==> src/rtl/mode7_scanline_setup_if.sv <==
// Bus interface for the mode-7 scanline setup engine.
// Carries the frame corner load, the per-line start request with its 1/(y-240)
// factor, and the busy/valid status together with the edge and stride results.
//   master : producer of corners/start, consumer of results (renderer control)
//   slave  : the setup engine itself
interface mode7_scanline_setup_if #(
    parameter int CW = 29,
    parameter int EW = 36,
    parameter int SW = 33
);
    logic                 frame_load;
    logic signed [CW-1:0] a_u, a_v, b_u, b_v, c_u, c_v, d_u, d_v;
    logic                 start;
    logic        [16:0]   one_over_y;
    logic                 busy;
    logic                 valid;
    logic signed [EW-1:0] left_u, left_v, right_u, right_v;
    logic signed [SW-1:0] u_stride, v_stride;

    modport master (
        output frame_load, a_u, a_v, b_u, b_v, c_u, c_v, d_u, d_v, start, one_over_y,
        input  busy, valid, left_u, left_v, right_u, right_v, u_stride, v_stride
    );

    modport slave (
        input  frame_load, a_u, a_v, b_u, b_v, c_u, c_v, d_u, d_v, start, one_over_y,
        output busy, valid, left_u, left_v, right_u, right_v, u_stride, v_stride
    );
endinterface

==> src/rtl/mode7_scanline_setup.sv <==
// Per-scanline setup for the mode-7 floor renderer.
// Interpolates the left/right texture-space edge points between the frame corners
// using the line's 1/(y-240) factor, then derives the u/v per-pixel strides. A single
// multiplier is shared across the six products, one per cycle during hblank.
// Ports:
//   clk  : pixel clock
//   rst  : synchronous reset, active-high
//   bus  : slave side of mode7_scanline_setup_if (corners, start, results)
//
// state      | meaning
// -----------+-------------------------------------------------
// S_IDLE     | waiting for start; corner loads go straight in
// S_EDGE0..3 | left_u, left_v, right_u, right_v into staging
// S_STRIDE0  | u_stride into staging
// S_STRIDE1  | v_stride; all six results move to the outputs
// S_DONE     | valid pulse; pending corner load is applied
module mode7_scanline_setup #(
    parameter int         CW        = 29,
    parameter int         EW        = 36,
    parameter int         SW        = 33,
    parameter logic [7:0] INV_WIDTH = 8'd102
) (
    input  logic                   clk,
    input  logic                   rst,
    mode7_scanline_setup_if.slave  bus
);
    localparam int MW = EW + 9;   // span width for the stride product
    localparam int PW = 16 + SW;  // multiplier width: enough for stride bits [PW-1:16]

    typedef enum logic [2:0] {
        S_IDLE, S_EDGE0, S_EDGE1, S_EDGE2, S_EDGE3, S_STRIDE0, S_STRIDE1, S_DONE
    } state_t;

    state_t state, state_next;

    // corner order: a_u a_v b_u b_v c_u c_v d_u d_v
    logic [CW-1:0] corn_in [8];
    logic [CW-1:0] corn    [8];
    logic [CW-1:0] shadow  [8];
    logic          pending;
    logic [16:0]   oy;

    logic [EW-1:0] st_lu, st_lv, st_ru, st_rv;
    logic [SW-1:0] st_su;
    logic [EW-1:0] out_lu, out_lv, out_ru, out_rv;
    logic [SW-1:0] out_su, out_sv;

    logic [CW-1:0]        hi, lo;
    logic signed [CW:0]   diff_sh;
    logic [MW-1:0]        span;
    logic [PW-1:0]        mul_a, mul_b, prod;
    logic [EW-1:0]        edge_res;
    logic [SW-1:0]        stride_res;

    assign corn_in[0] = bus.a_u;
    assign corn_in[1] = bus.a_v;
    assign corn_in[2] = bus.b_u;
    assign corn_in[3] = bus.b_v;
    assign corn_in[4] = bus.c_u;
    assign corn_in[5] = bus.c_v;
    assign corn_in[6] = bus.d_u;
    assign corn_in[7] = bus.d_v;

    always_ff @(posedge clk) begin
        if (rst) state <= S_IDLE;
        else     state <= state_next;
    end

    always_comb begin
        state_next = state;
        bus.busy   = 1'b1;
        bus.valid  = 1'b0;
        unique case (state)
            S_IDLE: begin
                bus.busy = 1'b0;
                if (bus.start) state_next = S_EDGE0;
            end
            S_EDGE0:   state_next = S_EDGE1;
            S_EDGE1:   state_next = S_EDGE2;
            S_EDGE2:   state_next = S_EDGE3;
            S_EDGE3:   state_next = S_STRIDE0;
            S_STRIDE0: state_next = S_STRIDE1;
            S_STRIDE1: state_next = S_DONE;
            S_DONE: begin
                bus.valid  = 1'b1;
                state_next = S_IDLE;
            end
            default:   state_next = S_IDLE;
        endcase
    end

    // Far corner (hi) and near corner (lo) for the current edge term.
    always_comb begin
        hi = '0;
        lo = '0;
        unique case (state)
            S_EDGE0: begin hi = corn[0]; lo = corn[4]; end
            S_EDGE1: begin hi = corn[1]; lo = corn[5]; end
            S_EDGE2: begin hi = corn[2]; lo = corn[6]; end
            S_EDGE3: begin hi = corn[3]; lo = corn[7]; end
            default: ;
        endcase
    end

    // Difference needs one extra bit so opposite-sign corners cannot wrap before the shift.
    assign diff_sh = ($signed({hi[CW-1], hi}) - $signed({lo[CW-1], lo})) >>> 16;

    always_comb begin
        span = '0;
        if (state == S_STRIDE1)
            span = {{9{st_rv[EW-1]}}, st_rv} - {{9{st_lv[EW-1]}}, st_lv};
        else
            span = {{9{st_ru[EW-1]}}, st_ru} - {{9{st_lu[EW-1]}}, st_lu};
    end

    // Operands are sign-extended to PW so an unsigned multiply yields the correct low PW bits.
    always_comb begin
        mul_a = '0;
        mul_b = '0;
        if (state == S_STRIDE0 || state == S_STRIDE1) begin
            mul_a = {{(PW-MW){span[MW-1]}}, span};
            mul_b = {{(PW-8){INV_WIDTH[7]}}, INV_WIDTH};
        end else begin
            mul_a = {{(PW-CW-1){diff_sh[CW]}}, diff_sh};
            mul_b = {{(PW-17){1'b0}}, oy};
        end
    end

    assign prod       = mul_a * mul_b;
    assign edge_res   = prod[EW-1:0] + {{(EW-CW){lo[CW-1]}}, lo};
    assign stride_res = prod[PW-1:16];

    always_ff @(posedge clk) begin
        if (rst) begin
            for (int i = 0; i < 8; i++) begin
                corn[i]   <= '0;
                shadow[i] <= '0;
            end
            pending <= 1'b0;
            oy      <= '0;
            st_lu   <= '0;
            st_lv   <= '0;
            st_ru   <= '0;
            st_rv   <= '0;
            st_su   <= '0;
            out_lu  <= '0;
            out_lv  <= '0;
            out_ru  <= '0;
            out_rv  <= '0;
            out_su  <= '0;
            out_sv  <= '0;
        end else begin
            unique case (state)
                S_IDLE:    if (bus.start) oy <= bus.one_over_y;
                S_EDGE0:   st_lu <= edge_res;
                S_EDGE1:   st_lv <= edge_res;
                S_EDGE2:   st_ru <= edge_res;
                S_EDGE3:   st_rv <= edge_res;
                S_STRIDE0: st_su <= stride_res;
                S_STRIDE1: begin
                    out_lu <= st_lu;
                    out_lv <= st_lv;
                    out_ru <= st_ru;
                    out_rv <= st_rv;
                    out_su <= st_su;
                    out_sv <= stride_res;
                end
                default: ;
            endcase

            // Corners change only between lines; a load during a line is held in the
            // shadow and applied as DONE retires, so a start in the following cycle sees it.
            if (state == S_IDLE) begin
                if (bus.frame_load) corn <= corn_in;
            end else if (state == S_DONE) begin
                if (bus.frame_load) corn <= corn_in;
                else if (pending)   corn <= shadow;
                pending <= 1'b0;
            end else if (bus.frame_load) begin
                shadow  <= corn_in;
                pending <= 1'b1;
            end
        end
    end

    assign bus.left_u   = out_lu;
    assign bus.left_v   = out_lv;
    assign bus.right_u  = out_ru;
    assign bus.right_v  = out_rv;
    assign bus.u_stride = out_su;
    assign bus.v_stride = out_sv;
endmodule

==> src/flat_wrapper.sv <==
// flat-port wrapper written by rule: the top's interface ports become plain ports
module mode7_scanline_setup_flat 
#(
    parameter int         CW        = 29,
    parameter int         EW        = 36,
    parameter int         SW        = 33,
    parameter logic [7:0] INV_WIDTH = 8'd102
)
  (clk, rst, bus_frame_load, bus_a_u, bus_a_v, bus_b_u, bus_b_v, bus_c_u, bus_c_v, bus_d_u, bus_d_v, bus_start, bus_one_over_y, bus_busy, bus_valid, bus_left_u, bus_left_v, bus_right_u, bus_right_v, bus_u_stride, bus_v_stride);
  mode7_scanline_setup_if #(.CW(CW), .EW(EW), .SW(SW)) bus_i ();
  input  logic clk;
  input  logic rst;
  input wire logic [$bits(bus_i.frame_load)-1:0] bus_frame_load;
  input wire logic [$bits(bus_i.a_u)-1:0] bus_a_u;
  input wire logic [$bits(bus_i.a_v)-1:0] bus_a_v;
  input wire logic [$bits(bus_i.b_u)-1:0] bus_b_u;
  input wire logic [$bits(bus_i.b_v)-1:0] bus_b_v;
  input wire logic [$bits(bus_i.c_u)-1:0] bus_c_u;
  input wire logic [$bits(bus_i.c_v)-1:0] bus_c_v;
  input wire logic [$bits(bus_i.d_u)-1:0] bus_d_u;
  input wire logic [$bits(bus_i.d_v)-1:0] bus_d_v;
  input wire logic [$bits(bus_i.start)-1:0] bus_start;
  input wire logic [$bits(bus_i.one_over_y)-1:0] bus_one_over_y;
  output wire logic [$bits(bus_i.busy)-1:0] bus_busy;
  output wire logic [$bits(bus_i.valid)-1:0] bus_valid;
  output wire logic [$bits(bus_i.left_u)-1:0] bus_left_u;
  output wire logic [$bits(bus_i.left_v)-1:0] bus_left_v;
  output wire logic [$bits(bus_i.right_u)-1:0] bus_right_u;
  output wire logic [$bits(bus_i.right_v)-1:0] bus_right_v;
  output wire logic [$bits(bus_i.u_stride)-1:0] bus_u_stride;
  output wire logic [$bits(bus_i.v_stride)-1:0] bus_v_stride;
  assign bus_i.frame_load = bus_frame_load;
  assign bus_i.a_u = bus_a_u;
  assign bus_i.a_v = bus_a_v;
  assign bus_i.b_u = bus_b_u;
  assign bus_i.b_v = bus_b_v;
  assign bus_i.c_u = bus_c_u;
  assign bus_i.c_v = bus_c_v;
  assign bus_i.d_u = bus_d_u;
  assign bus_i.d_v = bus_d_v;
  assign bus_i.start = bus_start;
  assign bus_i.one_over_y = bus_one_over_y;
  assign bus_busy = bus_i.busy;
  assign bus_valid = bus_i.valid;
  assign bus_left_u = bus_i.left_u;
  assign bus_left_v = bus_i.left_v;
  assign bus_right_u = bus_i.right_u;
  assign bus_right_v = bus_i.right_v;
  assign bus_u_stride = bus_i.u_stride;
  assign bus_v_stride = bus_i.v_stride;
  mode7_scanline_setup #(.CW(CW), .EW(EW), .SW(SW), .INV_WIDTH(INV_WIDTH)) u_core (.clk(clk), .rst(rst), .bus(bus_i));
endmodule
==> config.mk <==
export PLATFORM = sky130hd
export DESIGN_NAME = mode7_scanline_setup_flat
export DESIGN_NICKNAME = d
export VERILOG_FILES = /design/src/rtl/mode7_scanline_setup_if.sv /design/src/rtl/mode7_scanline_setup.sv /design/src/flat_wrapper.sv
export SDC_FILE = /design/constraint.sdc
export NUM_CORES = 2
export LEC_CHECK = 0
export ABC_AREA = 1
export BUFFER_PORTS_ARGS = -buffer_cell sky130_fd_sc_hd__buf_2
export CAP_MARGIN = 20
export CORE_ASPECT_RATIO = 2
export CORE_MARGIN = 3
export CORE_UTILIZATION = 34
export CTS_BUF_LIST = sky130_fd_sc_hd__clkbuf_4
export DETAILED_ROUTE_END_ITERATION = 8
export SYNTH_ARGS = -nofsm -noshare
export SYNTH_HDL_FRONTEND = slang
export SYNTH_SLANG_ARGS = --single-unit
==> constraint.sdc <==
create_clock -name clk -period 13.6 [get_ports clk]
set_clock_uncertainty 0.15 [all_clocks]
set_input_delay 2.72 -clock clk [delete_from_list [all_inputs] [get_ports clk]]
set_output_delay 2.72 -clock clk [all_outputs]
set_load 0.05 [all_outputs]
# Word-level counts from Yosys, hierarchy flattened

Cells that the tools add are included.

Logic and storage cells: 71
Output and inout port bits: 212
Register bits after elaboration: 872
Input port bits: 253

Bitwise logic cells: 2
Add/sub/neg operators: 4
$mul: 1
Reduce and logical (&&, ||, !) cells: 8
Mux-type cells: 16
Equality and inequality tests: 10

Operator list:

| cell                 | count |
|---|---|
| $mux W232            | 5 |
| $pmux W29 S4         | 2 |
| $sub A36 B36 Y37     | 2 |
| $mul A49 B17 Y49     | 1 |
| $mux W49             | 1 |
| $mux W45             | 1 |
| $add A36 B36 Y36     | 1 |
| $sub A29 B29 Y30     | 1 |
| $pmux W3 S8          | 1 |
| $mux W17             | 1 |
| $eq A3 B3 Y1 const B | 4 |
| $eq A3 B2 Y1 const B | 2 |
| $reduce_and A3 Y1    | 2 |
| $mux W1              | 4 |
| $ne A2 B2 Y1 const B | 2 |
| $reduce_and A2 Y1    | 2 |
| $reduce_bool A2 Y1   | 2 |
| $eq A3 B1 Y1 const B | 1 |
| $logic_not A3 Y1     | 1 |
| $mux W3              | 1 |
| $ne A3 B2 Y1 const B | 1 |
| $not A1 Y1           | 2 |
| $logic_or A1 B1 Y1   | 1 |

# Longest topological paths before layout

Depth after elaboration: 6
Gate-level depth with buffers: 63
Mapped depth without buffers: 60

# Worst setup path after synthesis

Ideal clock, no wire load.

Path type: register -> register
Start: reg u_core.state[0]
End: reg u_core.st_lu[34]
Arrival time: 9.549 ns
Buffers on the path: 3
Library setup time: 0.109 ns
Data required time: 13.341 ns
Setup slack: 3.792 ns
Period minus slack after synthesis: 9.808 ns
Cell stages (with the launch flop): 53
Cells stage by stage: dfxtp_1 > inv_1 > ha_1 > nand2_1 > clkbuf_1 > clkbuf_1 > o22ai_1 > nor2_1 > ha_1 > a21oi_1 > o21ai_0 > a21o_1 > nand2_1 > o2111ai_1 > nand2_1 > nand3_1 > xnor2_1 > nand2_1 > (+17 left out) > o21ai_1 > a21oi_1 > xor2_1 > ha_1 > a21oi_1 > o21ai_0 > a21oi_1 > o211ai_1 > nand2_1 > o211ai_1 > a21oi_1 > o21bai_1 > a21oi_1 > inv_1 > nand2_1 > nand3_1 > nand2_1 > inv_1

Longest elaborated chain between the ends: 6
Elaborated cells on any way between the ends: 15
Classes of those cells: 2 x add/sub; 1 x mul; 6 x eq/ne; 5 x mux; 1 x reduce/logical

Ends and longest elaborated chain:

| element                                    | RTL line                    | source |
|---|---|---|
| from (decl)                                | mode7_scanline_setup.sv:34  | `state_t state, state_next;` |
| from (signal assigned)                     | mode7_scanline_setup.sv:66  | `else state <= state_next;` |
| $eq A3 B3 Y1, or another cell as far along | mode7_scanline_setup.sv:96  | `unique case (state)` |
| $pmux W29 S4                               | mode7_scanline_setup.sv:96  |  |
| $sub A29 B29 Y30                           | mode7_scanline_setup.sv:106 | `assign diff_sh = ($signed({hi[CW-1], hi}) - $signed({lo[CW-1], lo})) >>> 16;` |
| $mux W49                                   | mode7_scanline_setup.sv:120 | `if (state == S_STRIDE0 \|\| state == S_STRIDE1) begin` |
| $mul A49 B17 Y49 (*)                       | mode7_scanline_setup.sv:129 | `assign prod = mul_a * mul_b;` |
| via u_core.prod[23]                        | mode7_scanline_setup.sv:51  | `logic [PW-1:0] mul_a, mul_b, prod;` |
| $add A36 B36 Y36 (*)                       | mode7_scanline_setup.sv:130 | `assign edge_res = prod[EW-1:0] + {{(EW-CW){lo[CW-1]}}, lo};` |
| to (signal assigned)                       | mode7_scanline_setup.sv:155 | `S_EDGE0: st_lu <= edge_res;` |
| to (decl)                                  | mode7_scanline_setup.sv:43  | `logic [EW-1:0] st_lu, st_lv, st_ru, st_rv;` |

The timed path passes the listed nets; every way through them passes the cells marked *.
A chain may end at the register's enable or synchronous reset.

# Worst setup path after layout

Start: reg u_core.state[2]
End: reg u_core.st_ru[35]

Longest elaborated chain between the ends: 6
Elaborated cells on any way between the ends: 15
Classes of those cells: 2 x add/sub; 1 x mul; 6 x eq/ne; 5 x mux; 1 x reduce/logical

Ends and longest elaborated chain:

| element                                    | RTL line                    | source |
|---|---|---|
| $eq A3 B3 Y1, or another cell as far along | mode7_scanline_setup.sv:96  |  |
| $pmux W29 S4                               | mode7_scanline_setup.sv:96  |  |
| $sub A29 B29 Y30                           | mode7_scanline_setup.sv:106 |  |
| $mux W49                                   | mode7_scanline_setup.sv:120 |  |
| $mul A49 B17 Y49 (*)                       | mode7_scanline_setup.sv:129 |  |
| via u_core.prod[33]                        | mode7_scanline_setup.sv:51  |  |
| $add A36 B36 Y36 (*)                       | mode7_scanline_setup.sv:130 |  |
| to (signal assigned)                       | mode7_scanline_setup.sv:157 | `S_EDGE2: st_ru <= edge_res;` |
| to (decl)                                  | mode7_scanline_setup.sv:43  |  |

Marked as above.

==> key figures <==
Worst hold path
  • Hold path startpoint: u_core.st_su[10]$_SDFFE_PP0P_
  • Worst Hold Path EP: u_core.bus.u_stride[10]$_SDFFE_PP0P_
  • Class of the worst hold path: reg2reg
  • WHS Path Cells: 2

Yosys
  • Count of synthesis-stage warnings from yosys: 0
  • Post-synthesis cell type count: 55
  • Synthesized cell area: 61500 um2
  • EDFF count, synth: 0
  • Post-synthesis cell count: 8384
  • Primary FF master, synth: sky130_fd_sc_hd__dfxtp_1
  • Register bit total from synthesis: 872
  • FFs w/ async S/R, synth: 0
  • Proportion of synthesized chip area in sequential cells: 0.284
  • Synthesized area per cell: 7.33 um2
  • Number of nets in the synthesized netlist: 9416

Die
  • Die outline height: 607 um
  • Initial standard-cell utilization of the core: 0.342
  • Num rows: 220
  • Core area: 180000 um2
  • Number of primary I/O pins: 465
  • Area of the die: 186000 um2
  • X dimension of the die: 307 um

Cells and area
  • Layout-stage area growth over the synthesis result: 14.0%
  • Layout filler cell count: 19100
  • Share of final-layout standard cells stronger than drive strength 1: 0.130
  • Layout net count: 9935

Detailed routing
  • DRC Markers: 0
  • Total number of vias: 59200
  • Starting DRC count in detailed routing: 4115
  • Routed wl met3: 19000 um
  • Number of detailed-route iterations in the first pass: 6
  • Drt total wl: 290000 um
  • Post-route ant nets: 0
  • Detail-routed net length per standard cell: 25.5 um
  • Via count normalized by instance count: 5.20
  • Uppermost routed layer: met5
  • Met1 wire length: 90200 um
  • Detail Route met2 WL: 142000 um

Worst setup path
  • Worst Path Max Fanout: 21
  • Crit-path leading delay family: adder cells
  • Reg-to-reg endpoint: u_core.st_ru[35]$_SDFFE_PP0N_
  • Most frequent CP cell: sky130_fd_sc_hd__nand2_1
  • Crit. End Element: flip-flop
  • Arrival time at the worst endpoint: 13660 ps
  • Depth of the worst register-to-register path: 53
  • CP Launch Type: flip-flop
  • Type of the worst setup path: reg2reg
  • Worst-case register-to-register setup slack: 850 ps
  • Worst r2r src: u_core.state[2]$_SDFFE_PP0P_
  • Worst-path cell with the longest stage delay: sky130_fd_sc_hd__fa_1
  • Crit path buffers/inverters: 12
  • Critical path's largest stage delay: 910 ps
  • Endpoint required time on the critical path: 14510 ps

Clock network
  • # clock sinks: 872
  • Root cell of the clock tree: sky130_fd_sc_hd__clkbuf_4
  • Clock buffer depth: 4
  • Maximum level of the CTS H-tree: 4
  • Clock tree from TritonCTS: done
  • Number of buffers created by CTS: 214
  • Clk Latency, worst-skew pair: 1240 ps
  • Post-CTS Setup Repair Bufs: 0
  • CTS clock-pin slew for the worst setup and hold paths: 80 ps

STA
  • Max Clock Freq: 78.4 MHz
  • Final critical-path required period: 12750 ps
  • Setup TNS: 0 ps
  • Portion of the clock cycle consumed by the worst path in the final layout: 0.937
  • Worst hold margin: 295 ps
  • Worst slew margin relative to its limit: 0.156
  • Worst-Margin Slew: 1260 ps
  • RSZ-0062 raised after global routing: no
  • Number of failing setup endpoints in the final timing report: 0
  • Hold Violations, Final: 0
  • Slew Limit Fails: 0

Job
  • Max cap viols: 0

Global route
  • Overflow left after global routing: 0
  • Antenna violations before repair: 17
  • Global-route wire length before repair: 410000 um
  • Maximum number of pins on one net before global-route repair: 249
  • Total GRT Usage: 0.306
  • Vias in the first global route: 60300

Placed design
  • Sum of net half-perimeters after detailed placement: 233000 um
  • IO Port Bufs: 464
  • Routability cong.: 1.04

Status
  • Status: finished, final reports clean
[synth_stat cells (18+ instances only)]
| master | instances | share of area |
|---|---|---|
| sky130_fd_sc_hd__inv_1 | 1674 | 0.10 |
| sky130_fd_sc_hd__nor3_1 | 31 | 0.0025 |
| sky130_fd_sc_hd__fa_1 | 556 | 0.18 |
| sky130_fd_sc_hd__nor2_1 | 650 | 0.040 |
| sky130_fd_sc_hd__nand2_1 | 981 | 0.060 |
| sky130_fd_sc_hd__ha_1 | 223 | 0.045 |
| sky130_fd_sc_hd__o211ai_1 | 72 | 0.0088 |
| sky130_fd_sc_hd__dfxtp_1 | 872 | 0.28 |
| sky130_fd_sc_hd__a31oi_1 | 24 | 0.0024 |
| sky130_fd_sc_hd__xor2_1 | 58 | 0.0083 |
| sky130_fd_sc_hd__a21oi_1 | 1241 | 0.10 |
| sky130_fd_sc_hd__xnor2_1 | 40 | 0.0057 |
| sky130_fd_sc_hd__o22ai_1 | 61 | 0.0062 |
| sky130_fd_sc_hd__or2_2 | 18 | 0.0018 |
| sky130_fd_sc_hd__o21ai_0 | 943 | 0.077 |
| sky130_fd_sc_hd__nand3_1 | 272 | 0.022 |
| sky130_fd_sc_hd__buf_1 | 51 | 0.0031 |
| sky130_fd_sc_hd__clkbuf_1 | 399 | 0.024 |
| sky130_fd_sc_hd__nand4_1 | 50 | 0.0051 |
[through the flow]
step / setup slack (ps) / cells / area [um2] / utilization
2_1_floorplan: 3790 / 8384 / 61500 / -
3_3_place_gp: 537 / 11000 / 67400 / 0.375
3_5_place_dp: 562 / 11000 / 67400 / 0.375
4_1_cts: 513 / 11400 / 70000 / 0.389
5_1_grt: 45.2 / 11400 / 70100 / 0.390
6_report: 851 / 11400 / 70100 / 0.390
[state kept, by name (all words and copies together) (netlist names), 17 cells and up]
signal,flops
u_core.st_lu,36
u_core.shadow,232
u_core.bus.u_stride,33
u_core.oy,17
u_core.bus.right_u,36
u_core.st_lv,36
u_core.st_su,33
u_core.bus.left_v,36
u_core.st_rv,36
u_core.bus.left_u,36
u_core.bus.right_v,36
u_core.corn,232
u_core.bus.v_stride,33
u_core.st_ru,36
[kinds of logic (layout without fill, tap and decap cells)]
kind of cell | after synthesis | count (layout) | synth area share
AO/OA/AOI/OAI | 2435 | 2435 | 0.207
buffers and inverters | 2158 | 2815 | 0.132
AND/OR/NAND/NOR | 2042 | 2042 | 0.136
flip-flops | 872 | 872 | 0.284
adder cells (fa/ha/maj) | 779 | 779 | 0.226
XOR/XNOR | 98 | 98 | 0.0140
other | 0 | 9 | 0
[worst max-delay path by stage]
stage	from	endpoint	slack, ps	cells after the start
2_1_floorplan	u_core.state[0]$_SDFFE_PP0P_	u_core.st_lu[34]$_SDFFE_PP0N_	3790	52
3_3_place_gp	u_core.state[2]$_SDFFE_PP0P_	u_core.st_ru[34]$_SDFFE_PP0N_	540	54
5_1_grt	u_core.state[2]$_SDFFE_PP0P_	u_core.st_lv[35]$_SDFFE_PP0N_	50	55
3_5_place_dp	u_core.state[2]$_SDFFE_PP0P_	u_core.st_ru[35]$_SDFFE_PP0N_	560	49
4_1_cts	u_core.state[2]$_SDFFE_PP0P_	u_core.st_ru[34]$_SDFFE_PP0N_	510	54
6_report	u_core.state[2]$_SDFFE_PP0P_	u_core.st_ru[35]$_SDFFE_PP0N_	850	53
[per-layer routing]
| metal | vias up | global-route usage |
|---|---|---|
| met5 | - | 0 |
| met4 | 14 | 0.324 |
| met3 | 1017 | 0.0710 |
| met2 | 2375 | 0.535 |
| met1 | 28000 | 0.280 |
| li1 | 27700 | - |
[repair_timing]
item,in CTS,in global routing
setup endpoints to repair,0,20
gates resized for setup,0,10
hold buffers,0,0
[area by class of cell]
class | count | area, um2 | area share
diodes | 9 | 22.5 | 0.000321
clock buffers | 296 | 2220 | 0.0317
clock inverters | 58 | 345 | 0.00493
inverters | 1690 | 6370 | 0.0909
multi-input cells | 5354 | 36000 | 0.514
flip-flops and latches | 872 | 17500 | 0.249
well taps | 2331 | 2920 | 0.0416
repair buffers | 771 | 4740 | 0.0676
[worst register-to-register path, delay by kind of cell (launching register included)]
family	cells	cell delay, ps
simple gates	28	4500
fa+ha+maj	9	4530
flops	1	600
compound gates	1	180
xor+xnor	3	790
buf+inv	12	1870
[cells in the final DEF, fill, tap and decap left out, types with 8 or more instances in the layout]
cell type	instances
sky130_fd_sc_hd__dfxtp_1	872
sky130_fd_sc_hd__clkbuf_4	296
sky130_fd_sc_hd__nor4_1	8
sky130_fd_sc_hd__inv_1	1673
sky130_fd_sc_hd__buf_4	298
sky130_fd_sc_hd__ha_1	222
sky130_fd_sc_hd__buf_12	8
sky130_fd_sc_hd__fa_1	555
sky130_fd_sc_hd__nand2_1	974
sky130_fd_sc_hd__nand2_2	9
sky130_fd_sc_hd__nand3b_1	10
sky130_fd_sc_hd__clkinv_1	38
sky130_fd_sc_hd__nand3_1	271
sky130_fd_sc_hd__nor2_1	643
sky130_fd_sc_hd__xnor2_1	40
sky130_fd_sc_hd__inv_2	14
sky130_fd_sc_hd__a21o_1	12
sky130_fd_sc_hd__o21a_1	12
sky130_fd_sc_hd__o21ai_0	941
sky130_fd_sc_hd__o21ai_1	16
sky130_fd_sc_hd__o211ai_1	72
sky130_fd_sc_hd__xor2_1	58
sky130_fd_sc_hd__a31oi_1	24
sky130_fd_sc_hd__a21oi_1	1241
sky130_fd_sc_hd__clkinv_2	12
sky130_fd_sc_hd__diode_2	9
sky130_fd_sc_hd__nand4_1	50
sky130_fd_sc_hd__nor3_1	31
sky130_fd_sc_hd__buf_2	463
sky130_fd_sc_hd__or2_2	18
sky130_fd_sc_hd__o22ai_1	61
Power is not shown: default switching activity piles up to over one toggle a cycle in this logic, so the estimate is an artifact.
